<file path="src/rtl/hub75_rx_if.sv">
// HUB75 panel inputs and frame-buffer pixel write port for hub75_rx.
// The slave modport is the receiver; master is the panel source / frame-buffer side.
interface hub75_rx_if #(
  parameter int unsigned ADDR_WIDTH = 3,
  parameter int unsigned COL_WIDTH  = 6
);
  logic                  hub_clk;
  logic                  hub_lat;
  logic                  hub_oe;
  logic [ADDR_WIDTH-1:0] hub_addr;
  logic [2:0]            hub_rgb0;
  logic [2:0]            hub_rgb1;

  logic                  pix_we;
  logic [ADDR_WIDTH-1:0] pix_row;
  logic [COL_WIDTH-1:0]  pix_col;
  logic [5:0]            pix_data;

  modport master (
    output hub_clk, hub_lat, hub_oe, hub_addr, hub_rgb0, hub_rgb1,
    input  pix_we, pix_row, pix_col, pix_data
  );

  modport slave (
    input  hub_clk, hub_lat, hub_oe, hub_addr, hub_rgb0, hub_rgb1,
    output pix_we, pix_row, pix_col, pix_data
  );
endinterface

</file>
<file path="src/rtl/hub75_rx.sv">
// HUB75 receiver: synchronises the panel bus, rebuilds each shifted row and
// replays it into a frame-buffer write port after every latch.
module hub75_rx #(
  parameter int unsigned PIXEL_COLUMNS = 32,
  parameter int unsigned ADDR_WIDTH    = 3,
  parameter int unsigned COL_WIDTH     = 6,
  parameter int unsigned OE_CNT_WIDTH  = 16
) (
  input  logic                    clk,
  input  logic                    rst,
  hub75_rx_if.slave               bus,
  output logic                    line_done,
  output logic [COL_WIDTH:0]      line_cols,
  output logic [OE_CNT_WIDTH-1:0] oe_low_cycles,
  output logic                    err_ovf,
  output logic                    err_busy
);

  localparam int unsigned IDX_W = $clog2(PIXEL_COLUMNS);
  localparam logic [COL_WIDTH:0] CNT_MAX = (COL_WIDTH+1)'(PIXEL_COLUMNS);
  localparam logic [COL_WIDTH:0] CNT_SAT = (COL_WIDTH+1)'(PIXEL_COLUMNS + 1);

  typedef enum logic {SHIFT, COMMIT} state_t;

  state_t r_state, w_next_state;

  logic [2:0]              r_clk_sync, r_lat_sync;
  logic [1:0]              r_oe_sync;
  logic [ADDR_WIDTH-1:0]   r_addr_s1, r_addr_s2, r_addr_s3;
  logic [5:0]              r_rgb_s1, r_rgb_s2, r_rgb_s3;

  logic [COL_WIDTH:0]      r_col_cnt, r_ptr, r_line_cols;
  logic [OE_CNT_WIDTH-1:0] r_oe_cnt, r_oe_low;
  logic [ADDR_WIDTH-1:0]   r_row;
  logic                    r_err_ovf, r_err_busy;
  logic [5:0]              r_line_buf [PIXEL_COLUMNS];

  logic                    w_clk_edge, w_lat_edge;
  logic [COL_WIDTH:0]      w_col_next, w_n_commit;
  logic [IDX_W-1:0]        w_wr_idx, w_rd_idx;

  always_ff @(posedge clk) begin
    if (rst) begin
      r_clk_sync <= '0;
      r_lat_sync <= '0;
      r_oe_sync  <= '0;
      r_addr_s1  <= '0;
      r_addr_s2  <= '0;
      r_addr_s3  <= '0;
      r_rgb_s1   <= '0;
      r_rgb_s2   <= '0;
      r_rgb_s3   <= '0;
    end else begin
      r_clk_sync <= {r_clk_sync[1:0], bus.hub_clk};
      r_lat_sync <= {r_lat_sync[1:0], bus.hub_lat};
      r_oe_sync  <= {r_oe_sync[0], bus.hub_oe};
      r_addr_s1  <= bus.hub_addr;
      r_addr_s2  <= r_addr_s1;
      r_addr_s3  <= r_addr_s2;
      r_rgb_s1   <= {bus.hub_rgb1, bus.hub_rgb0};
      r_rgb_s2   <= r_rgb_s1;
      r_rgb_s3   <= r_rgb_s2;
    end
  end

  // s3 data is aligned with the pre-edge clock level, so it holds the value
  // present just before the rising edge.
  assign w_clk_edge = r_clk_sync[1] & ~r_clk_sync[2];
  assign w_lat_edge = r_lat_sync[1] & ~r_lat_sync[2];
  assign w_col_next = (w_clk_edge && r_col_cnt < CNT_SAT) ? r_col_cnt + 1'b1 : r_col_cnt;
  assign w_n_commit = (r_line_cols > CNT_MAX) ? CNT_MAX : r_line_cols;
  assign w_wr_idx   = r_col_cnt[IDX_W-1:0];
  assign w_rd_idx   = r_ptr[IDX_W-1:0];

  always_ff @(posedge clk) begin
    if (w_clk_edge && r_col_cnt < CNT_MAX) begin
      r_line_buf[w_wr_idx] <= r_rgb_s3;
    end
  end

  always_ff @(posedge clk) begin
    if (rst) r_state <= SHIFT;
    else     r_state <= w_next_state;
  end

  always_comb begin
    w_next_state = r_state;
    case (r_state)
      SHIFT:   if (w_lat_edge) w_next_state = COMMIT;
      COMMIT:  if (r_ptr == w_n_commit) w_next_state = SHIFT;
      default: w_next_state = SHIFT;
    endcase
  end

  always_comb begin
    bus.pix_we   = 1'b0;
    bus.pix_col  = '0;
    bus.pix_data = '0;
    line_done    = 1'b0;
    if (r_state == COMMIT) begin
      if (r_ptr < w_n_commit) begin
        bus.pix_we   = 1'b1;
        bus.pix_col  = r_ptr[COL_WIDTH-1:0];
        bus.pix_data = r_line_buf[w_rd_idx];
      end else begin
        line_done = 1'b1;
      end
    end
  end

  // Column counting continues during COMMIT so the next line can fill the
  // buffer behind the commit pointer; a same-cycle clock edge joins the latched line.
  always_ff @(posedge clk) begin
    if (rst) begin
      r_col_cnt   <= '0;
      r_oe_cnt    <= '0;
      r_oe_low    <= '0;
      r_line_cols <= '0;
      r_row       <= '0;
      r_ptr       <= '0;
      r_err_ovf   <= 1'b0;
      r_err_busy  <= 1'b0;
    end else begin
      r_col_cnt <= w_col_next;
      if (w_clk_edge && r_col_cnt >= CNT_MAX) r_err_ovf <= 1'b1;
      if (!r_oe_sync[1] && r_oe_cnt != '1) r_oe_cnt <= r_oe_cnt + 1'b1;
      if (r_state == SHIFT && w_lat_edge) begin
        r_row       <= r_addr_s3;
        r_line_cols <= w_col_next;
        r_oe_low    <= r_oe_cnt;
        r_col_cnt   <= '0;
        r_oe_cnt    <= '0;
        r_ptr       <= '0;
      end
      if (r_state == COMMIT) begin
        if (w_lat_edge) r_err_busy <= 1'b1;
        if (r_ptr < w_n_commit) r_ptr <= r_ptr + 1'b1;
      end
    end
  end

  assign bus.pix_row   = r_row;
  assign line_cols     = r_line_cols;
  assign oe_low_cycles = r_oe_low;
  assign err_ovf       = r_err_ovf;
  assign err_busy      = r_err_busy;

endmodule

</file>
<file path="src/flat_wrapper.sv">
// flat-port wrapper written by rule: the top's interface ports become plain ports
module hub75_rx_flat 
#(
  parameter int unsigned PIXEL_COLUMNS = 32,
  parameter int unsigned ADDR_WIDTH    = 3,
  parameter int unsigned COL_WIDTH     = 6,
  parameter int unsigned OE_CNT_WIDTH  = 16
)
  (clk, rst, line_done, line_cols, oe_low_cycles, err_ovf, err_busy, bus_hub_clk, bus_hub_lat, bus_hub_oe, bus_hub_addr, bus_hub_rgb0, bus_hub_rgb1, bus_pix_we, bus_pix_row, bus_pix_col, bus_pix_data);
  hub75_rx_if #(.ADDR_WIDTH(ADDR_WIDTH), .COL_WIDTH(COL_WIDTH)) bus_i ();
  input  logic clk;
  input  logic rst;
  output logic line_done;
  output logic [COL_WIDTH:0] line_cols;
  output logic [OE_CNT_WIDTH-1:0] oe_low_cycles;
  output logic err_ovf;
  output logic err_busy;
  input wire logic [$bits(bus_i.hub_clk)-1:0] bus_hub_clk;
  input wire logic [$bits(bus_i.hub_lat)-1:0] bus_hub_lat;
  input wire logic [$bits(bus_i.hub_oe)-1:0] bus_hub_oe;
  input wire logic [$bits(bus_i.hub_addr)-1:0] bus_hub_addr;
  input wire logic [$bits(bus_i.hub_rgb0)-1:0] bus_hub_rgb0;
  input wire logic [$bits(bus_i.hub_rgb1)-1:0] bus_hub_rgb1;
  output wire logic [$bits(bus_i.pix_we)-1:0] bus_pix_we;
  output wire logic [$bits(bus_i.pix_row)-1:0] bus_pix_row;
  output wire logic [$bits(bus_i.pix_col)-1:0] bus_pix_col;
  output wire logic [$bits(bus_i.pix_data)-1:0] bus_pix_data;
  assign bus_i.hub_clk = bus_hub_clk;
  assign bus_i.hub_lat = bus_hub_lat;
  assign bus_i.hub_oe = bus_hub_oe;
  assign bus_i.hub_addr = bus_hub_addr;
  assign bus_i.hub_rgb0 = bus_hub_rgb0;
  assign bus_i.hub_rgb1 = bus_hub_rgb1;
  assign bus_pix_we = bus_i.pix_we;
  assign bus_pix_row = bus_i.pix_row;
  assign bus_pix_col = bus_i.pix_col;
  assign bus_pix_data = bus_i.pix_data;
  hub75_rx #(.PIXEL_COLUMNS(PIXEL_COLUMNS), .ADDR_WIDTH(ADDR_WIDTH), .COL_WIDTH(COL_WIDTH), .OE_CNT_WIDTH(OE_CNT_WIDTH)) u_core (.clk(clk), .rst(rst), .bus(bus_i), .line_done(line_done), .line_cols(line_cols), .oe_low_cycles(oe_low_cycles), .err_ovf(err_ovf), .err_busy(err_busy));
endmodule
</file>
<file path="config.mk">
export PLATFORM = sky130hd
export DESIGN_NAME = hub75_rx_flat
export DESIGN_NICKNAME = d
export VERILOG_FILES = /design/src/rtl/hub75_rx_if.sv /design/src/rtl/hub75_rx.sv /design/src/flat_wrapper.sv
export SDC_FILE = /design/constraint.sdc
export NUM_CORES = 1
export LEC_CHECK = 0
export CAP_MARGIN = 25
export CORE_UTILIZATION = 40
export CTS_CLUSTER_DIAMETER = 40
export DETAILED_ROUTE_END_ITERATION = 8
export SLEW_MARGIN = 20
export SYNTH_ARGS = -nofsm -noshare
export SYNTH_HDL_FRONTEND = slang
export SYNTH_SLANG_ARGS = --single-unit
</file>
<file path="constraint.sdc">
create_clock -name clk -period 3.3 [get_ports clk]
set_input_delay 0.33 -clock clk [delete_from_list [all_inputs] [get_ports clk]]
set_output_delay 0.33 -clock clk [all_outputs]
set_load 0.02 [all_outputs]
</file>
; ---- Word-level counts from Yosys, hierarchy flattened
; Memories as Yosys holds them, arrays and structs flattened. A register that Yosys moved wholly into a read port is not among the register bits.
; Cells that the tools add are included.
[word_totals]
ff_bits = 94
mem_bits_rw = 192
inputBits = 14
output_inout_bits = 42
n_memories = 1
[op_classes]
addsub = 3
magnitude_cmp = 5
eq_ne = 2
n_mux = 19
n_bitwise = 5
n_reduce_logical = 8
[mem_list]
columns = name, depth, width, rd, rd_clocked_by_memory_dff, write_ports, line
row1 = u_core.r_line_buf, 32, 6, 1, 1, 1, hub75_rx.sv:36  ; logic [5:0] r_line_buf [PIXEL_COLUMNS];
[ops]
columns = operator, count
row1 = $mux W7, 5
row2 = $mux W6, 4
row3 = $add A16 B1 Y16 const B, 1
row4 = $ne A16 B16 Y1 const B, 1
row5 = $add A7 B1 Y7 const B, 2
row6 = $lt A7 B6 Y1 const B, 2
row7 = $mux W1, 8
row8 = $eq A7 B7 Y1, 1
row9 = $ge A7 B6 Y1 const B, 1
row10 = $gt A7 B6 Y1 const B, 1
row11 = $lt A7 B7 Y1, 1
row12 = $logic_and A1 B1 Y1, 5
row13 = $mux W5, 1
row14 = $not A1 Y1, 3
row15 = $and A1 B1 Y1, 2
row16 = $pmux W1 S2, 1
row17 = $reduce_and A2 Y1, 1
row18 = $reduce_or A2 Y1, 1
row19 = $logic_not A1 Y1, 1

; ---- Longest topological paths before layout
; Gate-level depths: netlist of run 1.
[depth]
depth_word = 7
ltp_mapped = 14

; ---- Worst setup path before layout of run 1
; OpenSTA, ideal clock, no wires.
[synth_path]
path_type = reg-to-output
startpoint = register u_core.r_ptr[0]
endpoint = output port bus_pix_col[1]
t_arrival_ns = 2.406
required_time_ns = 2.970
path_slack_ns = 0.564
stages_incl_launch_ff = 14
path_buffers = 5
cell_sequence = dfxtp_1 -> buf_2 -> buf_6 -> buf_4 -> buf_4 -> inv_1 -> ha_1 -> nor2b_1 -> o21a_1 -> o21bai_1 -> nand3_1 -> inv_1 -> clkbuf_1 -> and2_1
[synth_via]
elab_chain_cells = 3
[synth_lines]
columns = element, line
row1 = from (decl), hub75_rx.sv:32  ; logic [COL_WIDTH:0] r_col_cnt, r_ptr, r_line_cols;
row2 = from (signal assigned), hub75_rx.sv:137  ; if (r_ptr < w_n_commit) r_ptr <= r_ptr + 1'b1;
row3 = $lt A7 B7 Y1, hub75_rx.sv:101  ; if (r_ptr < w_n_commit) begin
row4 = $mux W6, hub75_rx.sv:101
row5 = $mux W6, hub75_rx.sv:100  ; if (r_state == COMMIT) begin
row6 = to (decl), flat_wrapper.sv:26  ; output wire logic [$bits(bus_i.pix_col)-1:0] bus_pix_col;
; Every way passes these cells.

; ---- Worst setup path after layout of run 1
[layout_path]
startpoint = register u_core.r_ptr[0]
endpoint = output port bus_pix_data[4]
[layout_via]
elab_chain_cells = 3
[layout_lines]
columns = element, line
row1 = $lt A7 B7 Y1, hub75_rx.sv:101
row2 = $mux W6, hub75_rx.sv:101
row3 = $mux W6, hub75_rx.sv:100
row4 = to (decl), flat_wrapper.sv:27  ; output wire logic [$bits(bus_i.pix_data)-1:0] bus_pix_data;
; Every way passes these cells.

==> parameters.txt, run 1 <==
Parameter                              Value

Status
  Result of the run    completed

Clock network
  CTS H-tree lvls    2
  Root Buffer    clkbuf_16
  Number of sinks on the clock net    roughly 290
  TritonCTS buffer count    39
  Buffer depth of the longest clock path    3
  Worst-path clk slew    50 ps
  Number of buffers added to fix hold violations after cts    0
  CTS tree    built
  Clock latency on the worst-skew pair    around 540 ps

STA
  Relative max-transition margin    a little over two fifths
  Post-route clock skew    ~24 ps
  Unrepaired setup endpoints after global routing    false
  Final clock period utilization by the worst path    about 96%
  Worst slew pin tran    between 800 and 900 ps
  Pins Over Slew Limit    0
  # setup viols final    0
  Final Worst Setup Slack    141.4 ps
  Final hold vios    0
  Hold WS    ~240 ps
  Aggregate negative setup slack    0 ps
  Clock period minus final worst setup slack    roughly 3200 ps
  Fmax achieved    between 300 and 400 MHz

Place
  Post-Place Cells    between 1000 and 1500
  Count of buffers inserted at the top-level ports    55
  Last weighted congestion value of the routability-driven placer    between 0.8 and 0.9
  DP Worst Slack    ~210 ps
  Total half-perimeter wirelength after legalization and detailed placement    15420 um
  Cell area reported after detailed placement    about 12000 um2

Floorplanning
  Die Ht    ~170 um
  Initial Util    around two fifths
  Cell row count    60
  IO Count    56
  Area enclosed by the die boundary    between 20000 and 30000 um2
  Die X-Extent    between 150 and 200 um
  Floorplan Core Area    between 20000 and 30000 um2

Logic synthesis
  Leading post-synthesis cells by cell area    edfxtp_1 52%, dfxtp_1 17%, mux2i_1 5.2%
  Count of warnings emitted by yosys    0
  Number of synthesized register bits    286
  Cell with the most instances after synthesis    edfxtp_1
  Number of instances in the synthesized netlist    approximately 790
  Most numerous cell types in the synthesized netlist    192 x edfxtp_1, 94 x dfxtp_1, 75 x nor2_1
  Mapped Avg Cell Area    about 14 um2
  Count of flip-flops with a built-in enable after synthesis    ~190
  Share of flip-flops with an asynchronous set or reset after synthesis    0%
  Leading register cell type out of synthesis    edfxtp_1
  Distinct cells, synth    45
  Post-synthesis sequential area ratio    68.48%
  Cell accounting for the most synthesized area    edfxtp_1
  Syn_nets    a little over 800
  Mapped cell area    between 10000 and 15000 um2
  Area fraction of the dominant cell type after synthesis    51.63%

Final layout
  Fraction of final layout cells sized beyond drive strength 1    between 10% and 20%
  Nets@finish    907
  Finished Layout Cells    1282
  Layout-stage area growth over the synthesis result    22.33%
  Sequential standard cell area    7655 um2
  Fill count    2333
  Ant. Diodes    0
  Final instance area    13660 um2
  Footprint of the multi-input gates    between 3000 and 4000 um2

Worst setup path
  CP Capture Type    output port
  Worst setup path class    reg2out
  Type of element launching the critical path    flop
  Crit path largest cell delay    about 460 ps
  Worst path required time    ~3000 ps
  Crit Path Max Fanout    9
  Worst-path cell chain    buf_4, buf_4, mux2i_1, a22o_1, a221oi_1, o221ai_1, nor3_1, clkdlybuf4s15_1
  Critical path's slowest cell    dfxtp_4
  Crit path arrival time    approximately 2800 ps
  Top cell by count, worst path    buf_4

Min path
  Worst hold path class    in2reg

Power and ir drop
  Pleak    around 0.0046 uW
  Max IR drop VDD    between 0.4 and 0.5 mV
  Power per cell area    a little over 600 nW/um2

Global routing
  Total Routing Usage GR    17.35%
  Initial antenna violation count    0
  Largest net degree at the start of global routing    66
  Remaining global-route overflow    0
  Wire length of the first global-routing pass    37400 um
  Via count of the first global-routing pass    6400

Routing
  Detailed-routing iteration count for the pre-antenna-repair pass    7
  Via-per-instance ratio    between 5 and 6
  Via count of the routed design    between 6000 and 7000
  DRC    0
  Antenna-violating nets left    0
  Violation count after the first detailed-route iteration    between 600 and 700
  Routed len/inst    about 19 um
  Wire length after detailed routing    24240 um

Job
  Maximum Capacitance Violations    0
==> worst max-delay path: cells and delay by family (launching register included) <==
kind / cells / cell delay, ps
flip-flops: 1 / 460
AO/OA/AOI/OAI: 3 / 750
AND/OR/NAND/NOR: 1 / 270
multiplexers: 1 / 90
buffers and inverters: 3 / 720
==> through the flow <==
step | power (uW) | utilization (%)
after floorplan | 4088 | -
after global placement | 4182 | 44.84
after detailed placement | 4186 | 44.96
after CTS | 8405 | 50.03
after global routing | 8588 | 50.27
final | 8336 | 50.27
==> flip-flops by register name (all words and copies together) (netlist names) <==
signal	count
u_core.bus.pix_row	3
u_core.err_busy	1
u_core.err_ovf	1
u_core.line_cols	7
u_core.oe_low_cycles	16
u_core.r_addr_s1	3
u_core.r_addr_s2	3
u_core.r_addr_s3	3
u_core.r_clk_sync	3
u_core.r_col_cnt	7
u_core.r_lat_sync	3
u_core.r_line_buf	192
u_core.r_oe_cnt	16
u_core.r_oe_sync	2
u_core.r_ptr	7
u_core.r_rgb_s1	6
u_core.r_rgb_s2	6
u_core.r_rgb_s3	6
u_core.r_state	1
==> cell families (layout without fill, tap and decap cells) <==
kind of cell	after synthesis	in the layout	synth area share, %
fa+ha+maj	13	13	1.457
xor+xnor	18	18	1.412
other cells	1	1	0.03358
buf+inv	47	169	1.950
flops	286	286	68.48
mux	82	82	10.04
simple gates	255	255	11.11
compound gates	86	86	5.513
==> power breakdown <==
| part | internal [uW] | switching (uW) | leakage [uW] | total [uW] |
|---|---|---|---|---|
| logic | 122 | 135 | 0.00142 | 257 |
| clock network | 2630 | 1580 | 0.000659 | 4210 |
| registers | 3830 | 33.2 | 0.00255 | 3860 |
| total | 6590 | 1750 | 0.00462 | 8340 |
==> area by class of cell <==
type | instances | share of cell area, %
flip-flops and latches | 286 | 56.04
well taps | 372 | 3.407
inverters | 6 | 0.1649
repair buffers | 92 | 6.210
clock buffers | 53 | 8.124
multi-input cells | 455 | 24.35
clock inverters | 18 | 1.704
==> final timing paths <==
kind                                            from                        to  slack, ps  cells past startpoint
worst max register to register  u_core.r_clk_sync[1]  u_core.r_line_buf[23][0]        740                      4
worst min-delay path                             rst       u_core.r_oe_cnt[13]        240                      3
worst max-delay path                 u_core.r_ptr[0]           bus_pix_data[4]        140                      8
worst min register to register   u_core.r_addr_s1[1]       u_core.r_addr_s2[1]        430                      1
==> per-layer routing <==
metal | track usage (%) | vias up | share of wire [%] | wire [um]
li1 | - | 3110 | - | -
met1 | 23.84 | 3120 | 46 | 11270
met2 | 26.84 | 173 | 45 | 10950
met3 | 4.279 | 45 | 5.9 | 1426
met4 | 6.032 | 0 | 2.4 | 593
met5 | 0 | - | 0 | 0
==> what timing repair did <==
item	in CTS	in global routing
setup buffers	1	7
pin swaps	0	0
resized for setup	13	22
endpoints found under the setup margin	13	11
==> placed cells by master (no fill, tap or decap), types with 6 or more instances in the layout <==
cell type / instances
a221oi_1: 11
clkbuf_1: 7
nand2_1: 68
mux2i_1: 58
mux4_2: 24
nor3_1: 9
o221ai_1: 6
nand4_1: 8
buf_4: 32
clkdlybuf4s50_1: 42
nor2_1: 74
nand3_1: 14
nor2b_1: 45
edfxtp_1: 192
a21oi_1: 29
xor2_1: 11
clkbuf_16: 40
clkbuf_8: 6
a22o_1: 12
dfxtp_1: 90
and2_1: 10
o21ai_0: 6
ha_1: 13
xnor2_1: 7
Note: power is estimated with default switching activity, not from simulation.
==> run 2: changes to the inputs <==
- CAP_MARGIN: 25 -> 20
- CORE_UTILIZATION: 40 -> 50
- PLACE_DENSITY: not set -> 0.68
==> run 2 against run 1 <==
Final area decreased by 2.8%; sequential power about the same; final cell count decreased by 9.0%; clock skew decreased by 1.4 ps; wire length decreased by 4.0%; global-route usage increased by 3.8 points; critical path type unchanged; largest cell class unchanged; highest routed layer unchanged.
==> parameters.txt, run 2 (synthesis gave the netlist of run 1 again) <==
Parameter                              Value

Power and ir drop
  Pleak    0.004438 uW (-4.0%)
  Max IR drop VDD    0.4033 mV (-5.9%)
  Total power consumption of the routed design    7895 uW (-5.3%)
  Power per cell area    594.9 nW/um2 (-2.5%)

Worst setup path
  Crit path arrival time    2840 ps (about the same)
  CP Capture Type    output port
  Worst setup path class    reg2out
  Crit Path Max Fanout    10 (+1)
  Type of element launching the critical path    flop
  Critical path's slowest cell    dfxtp_1
  Crit path largest cell delay    330 ps (-130 ps)
  Worst-path cell chain    nor2_2, nand2_1, ha_1, nor2b_1, o21a_1, o21bai_1, nand3_2, buf_4, nor3_1, clkdlybuf4s15_1
  Worst path top cell family by delay    simple AND/OR/NAND/NOR gates
  Count of buffer and inverter cells on the critical path    2 (-1)
  Worst path required time    2970 ps (about the same)

Clock network
  Clock latency on the worst-skew pair    500 ps (-40 ps)
  Number of sinks on the clock net    286 (unchanged)
  Buffer depth of the longest clock path    3 (unchanged)
  Worst-path clk slew    60 ps (about the same)
  CTS H-tree lvls    2 (unchanged)
  TritonCTS buffer count    34 (-13%)
  CTS tree    built
  Root Buffer    clkbuf_16

Routing
  Violation count after the first detailed-route iteration    428 (-31%)
  Antenna-violating nets left    0 (unchanged)
  DRC    0 (unchanged)
  Routed len/inst    19.95 um (+5.5%)
  Via-per-instance ratio    5.650 (+12%)
  Wire length after detailed routing    23260 um (-4.0%)
  Via count of the routed design    6588 (+2.2%)
  Detailed-routing iteration count for the pre-antenna-repair pass    4 (-3)

Global routing
  Via count of the first global-routing pass    6610 (+3.3%)
  Initial antenna violation count    0 (unchanged)
  Remaining global-route overflow    0 (unchanged)
  Wire length of the first global-routing pass    36170 um (-3.3%)
  Total Routing Usage GR    21.17% (+3.8 points)
  Largest net degree at the start of global routing    44 (-33%)

STA
  Relative max-transition margin    30.16% (-13 points)
  Clock period minus final worst setup slack    3168 ps (+9.119 ps)
  Post-route clock skew    22.44 ps (-1.432 ps)
  Worst slew pin tran    1046 ps (+195.2 ps)
  # setup viols final    0 (unchanged)
  Fmax achieved    315.7 MHz (-0.29%)
  Final hold vios    0 (unchanged)
  Unrepaired setup endpoints after global routing    true
  Pins Over Slew Limit    0 (unchanged)
  Final clock period utilization by the worst path    95.99% (+0.28 points)
  Hold WS    264.0 ps (+23.63 ps)

Final layout
  Layout-stage area growth over the synthesis result    18.85%
  Fill count    1675 (-28%)
  Reg with most FFs    u_core.r_line_buf
  Footprint of the multi-input gates    3338 um2 (+0.34%)
  Final instance area    13270 um2 (-2.8%)
  Most common cell after layout, fill and taps aside    edfxtp_1
  Fraction of final layout cells sized beyond drive strength 1    15.80% (-1.0 points)
  Nets@finish    891 (-1.8%)
  Sequential standard cell area    7659 um2 (about the same)
  Commonest cells after routing, fill and taps aside    192 x edfxtp_1, 87 x dfxtp_1, 73 x nor2_1
  Post-route core utilization    60.63% (+10 points)
  Ant. Diodes    0 (unchanged)
  Max FFs per register    192 (unchanged)

Place
  Total half-perimeter wirelength after legalization and detailed placement    15340 um (-0.50%)
  Last weighted congestion value of the routability-driven placer    0.8571 (+0.29%)
  Cell area reported after detailed placement    12060 um2 (-1.3%)
  Count of buffers inserted at the top-level ports    55 (unchanged)

Floorplanning
  Floorplan Core Area    21890 um2 (-19%)
  Initial Util    51.01% (+9.9 points)
  Cell row count    54 (-10%)
  Die X-Extent    151.4 um (-10%)
  IO Count    56 (unchanged)
  Die Ht    151.4 um (-10%)
  Area enclosed by the die boundary    22940 um2 (-20%)

Status
  Result of the run    completed

Job
  Maximum Capacitance Violations    0 (unchanged)

Min path
  Worst hold path class    in2reg
==> run 2: cell count changes in the layout (fill, tap and decap cells not counted), sizes merged <==
cell,previous run,this run
buf,38,27
bufinv,3,4
clkbuf,58,47
clkdlybuf4s15,1,2
clkdlybuf4s50,42,41
clkinv,10,9
dlygate4sd2,2,5
dlymetal6s2s,4,1
inv,11,9
==> run 2: metrics by stage <==
stage	instances	setup slack, ps	setup TNS [ps]
global placement	1105	200.6	0
global route	1166	-51.84	-51.84
CTS	1165	7.583	0
detailed placement	1105	202.8	0
floorplan	788	563.6	0
finish	1166	132.3	0
==> run 2: layer usage <==
layer  up-vias  part of all wire [%]  routed length (um)  GRT usage, %
met5         -                     0                   0             0
met1      3255                    42                9848         27.51
met2       209                    48               11280         34.52
met4         0                   3.4                 782         8.750
met3        52                   5.8                1353         4.458
li1       3072                     -                   -             -
==> run 2: layout make-up <==
class | instances | share of cell area, %
Sequential cell | 286 | 57.71
Multi-Input combinational cell | 455 | 25.15
Clock buffer | 42 | 7.033
Timing Repair Buffer | 81 | 5.515
Tap cell | 280 | 2.640
Clock inverter | 16 | 1.763
Inverter | 6 | 0.1886
==> run 2: path summary, 6_finish.rpt <==
check	from	to	slack, ps	cells after the start
worst max-delay path	u_core.line_cols[6]	bus_pix_data[1]	130	10
worst min register to register	u_core.r_rgb_s1[0]	u_core.r_rgb_s2[0]	440	1
worst min-delay path	rst	u_core.r_addr_s3[0]	260	2
worst max register to register	u_core.r_col_cnt[6]	u_core.r_line_buf[27][5]	770	4
==> run 2: power by group <==
part | leakage, uW | switching [uW] | internal [uW] | total, uW
logic | 0.00131 | 127 | 112 | 239
registers | 0.00255 | 38.1 | 3830 | 3870
clock network | 0.000576 | 1430 | 2350 | 3790
total | 0.00444 | 1600 | 6300 | 7900
==> run 2: repair_timing <==
action	4_1_cts	5_1_grt
setup buffers	2	1
endpoints found under the setup margin	13	12
endpoints found under the hold margin	0	0
hold buffers	0	0
pin swaps	1	1
gates resized for setup	21	20
gates cloned	0	0
